### src/rtl/uc_sample_bridge.sv
// uc_sample_bridge: CPU-side sample buffering between the rx/tx channels and the CSR bank.
// The capture FIFO stores downsampled rx I/Q words for the CPU, with a show-ahead read.
// The playback FIFO stores CPU-written I/Q words and plays them out on the ce_down strobe.
module uc_sample_bridge #(
    parameter int DW = 16,
    parameter int AW = 6
) (
    input  logic                 sys_clk,
    input  logic                 rst_n,
    input  logic                 ce_down,
    input  logic signed [DW-1:0] rx_x,
    input  logic signed [DW-1:0] rx_y,
    input  logic                 cap_en,
    input  logic                 rx_flush,
    input  logic                 rd_en,
    output logic [2*DW-1:0]      rd_data,
    output logic                 rd_valid,
    output logic [AW:0]          rx_level,
    output logic                 rx_overflow,
    input  logic                 clr_rx_ovf,
    input  logic                 wr_en,
    input  logic [2*DW-1:0]      wr_data,
    input  logic                 play_en,
    input  logic                 tx_flush,
    output logic [AW:0]          tx_level,
    output logic                 tx_full,
    output logic signed [DW-1:0] tx_x,
    output logic signed [DW-1:0] tx_y,
    output logic                 tx_underflow,
    input  logic                 clr_tx_unf
);

    localparam int DEPTH = 1 << AW;

    logic [2*DW-1:0] r_rx_mem [DEPTH];
    logic [2*DW-1:0] r_tx_mem [DEPTH];
    logic [AW:0]     r_rx_wp, r_rx_rp, r_rx_level;
    logic [AW:0]     r_tx_wp, r_tx_rp, r_tx_level;
    logic            r_rx_ovf, r_tx_unf;
    logic [2*DW-1:0] r_tx_out;

    logic w_rx_empty, w_rx_full, w_rx_req, w_rx_push, w_rx_pop, w_rx_drop;
    logic w_tx_empty, w_tx_full, w_tx_strobe, w_tx_push, w_tx_pop, w_tx_unf;

    // Full when the wrap bits differ but the addresses match; empty when the pointers are equal.
    assign w_rx_empty = (r_rx_wp == r_rx_rp);
    assign w_rx_full  = (r_rx_wp == {~r_rx_rp[AW], r_rx_rp[AW-1:0]});
    assign w_tx_empty = (r_tx_wp == r_tx_rp);
    assign w_tx_full  = (r_tx_wp == {~r_tx_rp[AW], r_tx_rp[AW-1:0]});

    // Flush wins over any push or pop in the same cycle, and a flushed push is not an overflow.
    assign w_rx_req  = ce_down & cap_en;
    assign w_rx_pop  = rd_en & ~w_rx_empty & ~rx_flush;
    assign w_rx_push = w_rx_req & ~rx_flush & (~w_rx_full | w_rx_pop);
    assign w_rx_drop = w_rx_req & ~rx_flush & w_rx_full & ~w_rx_pop;

    assign w_tx_strobe = ce_down & play_en;
    assign w_tx_pop    = w_tx_strobe & ~w_tx_empty & ~tx_flush;
    assign w_tx_push   = wr_en & ~tx_flush & (~w_tx_full | w_tx_pop);
    assign w_tx_unf    = w_tx_strobe & w_tx_empty;

    // Show-ahead head word; forced to zero while empty so the port reads 0 out of reset.
    assign rd_data      = w_rx_empty ? '0 : r_rx_mem[r_rx_rp[AW-1:0]];
    assign rd_valid     = ~w_rx_empty;
    assign rx_level     = r_rx_level;
    assign rx_overflow  = r_rx_ovf;
    assign tx_level     = r_tx_level;
    assign tx_full      = w_tx_full;
    assign tx_x         = r_tx_out[2*DW-1:DW];
    assign tx_y         = r_tx_out[DW-1:0];
    assign tx_underflow = r_tx_unf;

    // Capture storage write port (no reset on sample storage).
    always_ff @(posedge sys_clk) begin
        if (w_rx_push) r_rx_mem[r_rx_wp[AW-1:0]] <= {rx_x, rx_y};
    end

    // Playback storage write port (no reset on sample storage).
    always_ff @(posedge sys_clk) begin
        if (w_tx_push) r_tx_mem[r_tx_wp[AW-1:0]] <= wr_data;
    end

    // Capture pointers, level and sticky overflow; a set in the same cycle as a clear wins.
    always_ff @(posedge sys_clk or negedge rst_n) begin
        if (!rst_n) begin
            r_rx_wp    <= '0;
            r_rx_rp    <= '0;
            r_rx_level <= '0;
            r_rx_ovf   <= 1'b0;
        end else begin
            if (rx_flush) begin
                r_rx_wp    <= '0;
                r_rx_rp    <= '0;
                r_rx_level <= '0;
            end else begin
                if (w_rx_push) r_rx_wp <= r_rx_wp + 1'b1;
                if (w_rx_pop)  r_rx_rp <= r_rx_rp + 1'b1;
                r_rx_level <= r_rx_level + (AW+1)'(w_rx_push) - (AW+1)'(w_rx_pop);
            end
            if (w_rx_drop)       r_rx_ovf <= 1'b1;
            else if (clr_rx_ovf) r_rx_ovf <= 1'b0;
        end
    end

    // Playback pointers, level, output sample and sticky underflow; tx_flush leaves the output alone.
    always_ff @(posedge sys_clk or negedge rst_n) begin
        if (!rst_n) begin
            r_tx_wp    <= '0;
            r_tx_rp    <= '0;
            r_tx_level <= '0;
            r_tx_unf   <= 1'b0;
            r_tx_out   <= '0;
        end else begin
            if (tx_flush) begin
                r_tx_wp    <= '0;
                r_tx_rp    <= '0;
                r_tx_level <= '0;
            end else begin
                if (w_tx_push) r_tx_wp <= r_tx_wp + 1'b1;
                if (w_tx_pop)  r_tx_rp <= r_tx_rp + 1'b1;
                r_tx_level <= r_tx_level + (AW+1)'(w_tx_push) - (AW+1)'(w_tx_pop);
            end
            if (w_tx_pop) r_tx_out <= r_tx_mem[r_tx_rp[AW-1:0]];
            if (w_tx_unf)        r_tx_unf <= 1'b1;
            else if (clr_tx_unf) r_tx_unf <= 1'b0;
        end
    end

endmodule
### config.mk
export PLATFORM = sky130hd
export DESIGN_NAME = uc_sample_bridge
export DESIGN_NICKNAME = d
export VERILOG_FILES = /design/src/rtl/uc_sample_bridge.sv
export SDC_FILE = /design/constraint.sdc
export NUM_CORES = 2
export LEC_CHECK = 0
export BUFFER_PORTS_ARGS = -buffer_cell sky130_fd_sc_hd__clkbuf_2
export CORE_ASPECT_RATIO = 0.75
export CORE_MARGIN = 1.5
export CORE_UTILIZATION = 41
export CTS_CLUSTER_DIAMETER = 40
export CTS_CLUSTER_SIZE = 40
export DETAILED_ROUTE_END_ITERATION = 16
export HOLD_SLACK_MARGIN = 0.12
export PLACE_DENSITY_LB_ADDON = 0.3
export SLEW_MARGIN = 20
export SYNTH_ARGS = -nofsm -noshare
export SYNTH_HDL_FRONTEND = slang
export SYNTH_SLANG_ARGS = --single-unit
### constraint.sdc
create_clock -name sys_clk -period 7.05 [get_ports sys_clk]
set_clock_uncertainty 0.2 [all_clocks]
set_input_delay 0.705 -clock sys_clk [delete_from_list [all_inputs] [get_ports sys_clk]]
set_output_delay 0.705 -clock sys_clk [all_outputs]
set_load 0.03 [all_outputs]
After elaboration in Yosys (flattened, before gate mapping)
Memory sizes are Yosys's and may differ from the RTL's. A register that Yosys moved wholly into a read port is not among the register bits.
Cells that the tools add are included.
{"block": "classes", "n_eq_ne": 4, "bitwise_logic": 24, "muxes": 19, "n_reduce_logical": 7, "n_addsub": 8}
{"cell": "7-bit two-way mux", "count": 10}
{"cell": "32-bit two-way mux", "count": 1}
{"cell": "7-bit by 1-bit adder with 7-bit output, second input constant", "count": 4}
{"cell": "7-bit equality test", "count": 4}
{"cell": "7-bit by 1-bit adder with 7-bit output", "count": 2}
{"cell": "7-bit by 1-bit subtractor with 7-bit output", "count": 2}
{"cell": "1-bit bitwise AND", "count": 13}
{"cell": "2-bit nonzero test", "count": 6}
{"cell": "1-bit inverter", "count": 9}
{"cell": "1-bit two-way mux", "count": 8}
{"cell": "1-bit bitwise OR", "count": 2}
{"cell": "1-bit logical NOT", "count": 1}
{"block": "totals", "mem_bits_rw": 4096, "elab_cells": 72, "inputBits": 75, "out_inout_bits": 82, "register_bits": 44, "mem_count": 2}
{"memory": "r_rx_mem", "depth": 64, "width": 32, "read_ports": 1, "rd_ports_with_merged_regs": 0, "write_ports": 1, "line": "35", "source": "logic [2*DW-1:0] r_rx_mem [DEPTH];"}
{"memory": "r_tx_mem", "depth": 64, "width": 32, "read_ports": 1, "rd_ports_with_merged_regs": 1, "write_ports": 1, "line": "36", "source": "logic [2*DW-1:0] r_tx_mem [DEPTH];"}

Longest topological paths before layout
{"block": "logic_depth", "word_depth": 9, "depth_mapped": 16, "mapped_depth_nobuf": 13}

Least setup slack after synthesis
No wires, ideal clock.
{"block": "synth_timing", "path_kind": "in2reg", "start": "input rx_flush", "end": "memory r_rx_mem[55][0] (netlist name), enable pin", "setup_slack_ps": 2996, "cell_stages": 6, "path_buffers": 2, "arrival_ps": 3433, "t_required_ps": 6429, "setup_time_ps": 421, "path_cell_list": "clkbuf_1 o2111a_1 a2111oi_2 nand2_1 clkbuf_1 nor2_1"}
{"block": "synth_via", "elab_chain_len": 6, "elab_cells_between_ends": 7, "classes_between": "mux (2); bitwise (5)"}
{"item": "from (decl)", "line": "14", "source": "input logic rx_flush,"}
{"item": "1-bit inverter (*)", "line": "53, 54"}
{"item": "1-bit bitwise AND", "line": "53", "source": "assign w_rx_pop = rd_en & ~w_rx_empty & ~rx_flush;"}
{"item": "1-bit bitwise OR", "line": "54", "source": "assign w_rx_push = w_rx_req & ~rx_flush & (~w_rx_full | w_rx_pop);"}
{"item": "1-bit bitwise AND (*)", "line": "54"}
{"item": "1-bit two-way mux (*)", "line": "75", "source": "if (w_rx_push) r_rx_mem[r_rx_wp[AW-1:0]] <= {rx_x, rx_y};"}
{"item": "1-bit two-way mux (not written as such) (*)", "line": "75"}
{"item": "to (decl)", "line": "35"}
Mark *: on every way between the ends. The rest lies on a longest branch, timed or not.

Worst setup path after layout
{"block": "layout_timing", "start": "register r_rx_rp[2]", "end": "output rd_data[23]"}
{"block": "layout_via", "elab_chain_len": 2, "elab_cells_between_ends": 3, "classes_between": "eq/ne (1); mux (1); memory (1)"}
{"item": "from (decl)", "line": "37", "source": "logic [AW:0] r_rx_wp, r_rx_rp, r_rx_level;"}
{"item": "from (signal assigned)", "line": "97", "source": "if (w_rx_pop) r_rx_rp <= r_rx_rp + 1'b1;"}
{"item": "memory 64 x 32 bit or 7-bit equality test (tied branches)"}
{"item": "32-bit two-way mux (*)", "line": "63", "source": "assign rd_data = w_rx_empty ? '0 : r_rx_mem[r_rx_rp[AW-1:0]];"}
{"item": "to (decl)", "line": "16", "source": "output logic [2*DW-1:0] rd_data,"}
Marks and branches as above.

==> impl_metrics.yaml <==
detailed_routing:
  firstDrtPassIters: 7
  vias: 80799
  ant_nets: 0
  drt_iter0_drc: 11363
  drt-total-wl_microns: 423000
  wl_per_cell_microns: 31.1
  drc: 0
  viasPerCell: 5.94
timing:
  slew_headroom_pct: 10.9
  timing.setup.tns_ns: 0
  fmax_mhz: 157
  worstMarginPinSlew_ns: 1.33
  hold_viol: 0
  fin_ws_ns: 0.663
  rsz0062_at_grt: "false"
  whs_ns: 0.187
  slew_viol_final: 0
  post-route-period-util_pct: 90.6
  period_needed_ns: 6.39
  setup_viol_count_final: 0
power:
  worst_ir_drop_vdd_uv: 212
  leakagePower_nw: 56.2
  power_density_mw_per_mm2: 297
  finalPower_mw: 55.0
clock_network:
  clkSinkCount: 4172
  worst_skew_pair.late_latency_ns: 1.00
  cts.path.max_buffers: 4
  cts_tree: "built"
  htreeDepth: 5
  cts_setup_buffers: 0
  ctsRootBufferMaster: "clkbuf_16"
  clkSlewWorstSetupHoldPaths_ns: 0.06
  cts.hold.buffers_added: 28
  post_cts_resized: 0
  cts_buffers: 429
global_routing:
  grt_max_degree: 135
  grt_overflow: 0
  grt_first_pass_wirelength_microns: 598000
  gr-usage-all-layers_pct: 20.9
  antenna_found_initial: 23
  grt_pass1_vias: 80208
flow_run:
  cap_viol_max_count: 0
placed_design:
  post-place-ws_ns: 1.77
  dpl_cell_area_sq_mm: 0.170
  gp_congestion: 0.815
  hpwl_microns: 239000
  io_buffers: 156
floorplan:
  initial_core_util_pct: 41.1
  ioPinCount: 157
  rows: 199
  dieArea_sq_mm: 0.396
  die_y_microns: 546
  coreArea_sq_mm: 0.391
  die_w_microns: 726
critical_path:
  worstReg2RegStart: "r_rx_rp[1]$_DFFE_PN0P_"
  cp-startpoint: "r_rx_rp[2]$_DFFE_PN0P_"
  cp_max_fo: 101
  worst_r2r_path_depth: 6
  worstSetupEndpoint: "rd_data[23]"
  required_ns: 6.14
  rrSetupSlack_ns: 2.17
  startpoint_type: "register"
  timing.rr.end: "r_rx_mem[23][9]$_DFFE_PP_"
  end_kind: "output port"
  critPathKind: "reg2out"
  critPathArrivalTime_ns: 5.48
synthesis:
  synth_edf_count: 4096
  synth_area_per_cell_sq_um: 21.4
  async_flop_share_pct: 1.82
  syn_area_sq_mm: 0.161
  synth_cells: 7508
  synth.distinct_cells: 70
  synth_warnings: 0
  synth-seq-cells: 4172
  ys.flop_type: "edfxtp_1"
  synth_nets: 7601
  synth-seq-area-share_pct: 77.6
finish:
  nFillCells: 31615
  drive_gt1_share_pct: 27.1
  nets: 8094
  areaGrowthSynthToFinish_pct: 15.1
  final_cell_area_sq_mm: 0.185
  final_common_cell: "edfxtp_1"
  mostFrequentLayoutCells: "edfxtp_1 (4096), mux4_2 (876), clkbuf_16 (440), mux2i_1 (427), buf_4 (289)"
outcome:
  status: "finished, final reports clean"
hold_path:
  min_path_type: "in2reg"
-- metrics by stage --
step | std cells | utilization (%)
2_1_floorplan | 7508 | -
3_3_place_gp | 12758 | 43.4
3_5_place_dp | 12758 | 43.4
4_1_cts | 13594 | 47.3
5_1_grt | 13605 | 47.3
6_report | 13610 | 47.4
-- cells in the mapped netlist (all sizes together) (3+ instances only) --
cell | n | area share (%)
a2111oi | 28 | 0.16
a211o | 19 | 0.10
a211oi | 92 | 0.43
a21o | 4 | 0.019
a21oi | 226 | 0.70
a221o | 13 | 0.081
a221oi | 29 | 0.16
a22o | 27 | 0.15
a22oi | 186 | 0.87
a31oi | 17 | 0.070
and2 | 11 | 0.043
and3 | 10 | 0.039
buf | 257 | 0.91
clkbuf | 174 | 0.41
dfrtp | 76 | 1.2
edfxtp | 4096 | 76
ha | 16 | 0.12
inv | 22 | 0.051
mux2 | 44 | 0.31
mux2i | 427 | 2.7
mux4 | 876 | 12
nand2 | 99 | 0.23
nand2b | 7 | 0.027
nand3 | 61 | 0.19
nand3b | 9 | 0.042
nand4 | 10 | 0.039
nor2 | 251 | 0.59
nor2b | 103 | 0.40
nor3 | 47 | 0.15
nor4 | 35 | 0.14
o211ai | 4 | 0.019
o21ai | 57 | 0.18
o21bai | 4 | 0.019
o221ai | 11 | 0.060
o22a | 6 | 0.033
o22ai | 56 | 0.22
o32ai | 13 | 0.071
or2 | 3 | 0.012
or3 | 11 | 0.043
or3b | 5 | 0.027
xnor2 | 25 | 0.14
xor2 | 24 | 0.13
-- critical path, stage by stage, from the launching register on --
cell,delay (ns)
dfrtp_4,0.69
buf_12,0.52
buf_4,0.63
mux4_2,0.40
a22oi_1,0.28
a21oi_1,0.25
a21oi_1,0.66
o22ai_1,0.45
buf_4,0.26
clkbuf_2,0.17
-- power by group --
part	leakage (nW)	total (mW)	internal [mW]	switching, mW
Sequential	37.8	27.5	27.4	0.140
Combinational	11.2	3.65	1.36	2.29
Clock	7.24	23.8	13.5	10.4
-- sequential cells by signal, summed over array words and instances, names as in the netlist --
signal and flops:
r_tx_wp 7, rx_overflow 1, r_rx_wp 7, rx_level 7, tx_underflow 1, r_rx_rp 7
r_tx_out 32, r_rx_mem 2048, r_tx_rp 7, r_tx_mem 2048, tx_level 7
-- layer usage --
metal	share of wire [%]	wire, microns	vias up	global-route usage, %
met5	0	0	-	0
met4	2.3	9750	0	4.97
met3	11	45800	555	4.70
met2	43	184000	4162	30.0
met1	43	184000	43425	32.4
li1	-	-	32657	-
-- worst min-delay path by stage --
stage | from | endpoint | slack, ns | cells after the start
CTS | wr_data[9] | r_tx_mem[58][9]$_DFFE_PP_ | 0.13 | 2
global route | wr_data[2] | r_tx_mem[49][2]$_DFFE_PP_ | 0.18 | 2
detailed placement | r_tx_out[0]$_DFFE_PN0P_ | r_tx_out[0]$_DFFE_PN0P_ | 0.32 | 2
finish | wr_data[17] | r_tx_mem[23][17]$_DFFE_PP_ | 0.19 | 2
global placement | r_tx_out[14]$_DFFE_PN0P_ | r_tx_out[14]$_DFFE_PN0P_ | 0.32 | 2
floorplan | rst_n | r_rx_rp[0]$_DFFE_PN0P_ | 0.21 | 0
-- logic make-up (layout without fill, tap and decap cells) --
family / count (synthesis) / count (layout) / synth area share [%]
AO/OA/AOI/OAI: 802 / 802 / 3.39
XOR/XNOR: 49 / 49 / 0.267
adder cells (fa/ha/maj): 18 / 18 / 0.149
buffers and inverters: 454 / 1324 / 1.37
flip-flops: 4172 / 4172 / 77.6
multiplexers: 1347 / 1347 / 15.2
other: 0 / 6 / 0
AND/OR/NAND/NOR: 666 / 666 / 1.99
-- layout make-up --
cell class                 instances  area [sq um]  share of cell area, %
multi-input combinational       2882         34900                   18.8
sequential                      4172        125000                   67.5
clock inverter                   339          3910                   2.11
antenna                            6          15.0                0.00811
inverter                          23          88.8                 0.0480
clock buffer                     469         11100                   6.00
tap                             5226          6540                   3.53
timing repair buffer             493          3720                   2.01
Note: power is estimated with default switching activity, not from simulation.
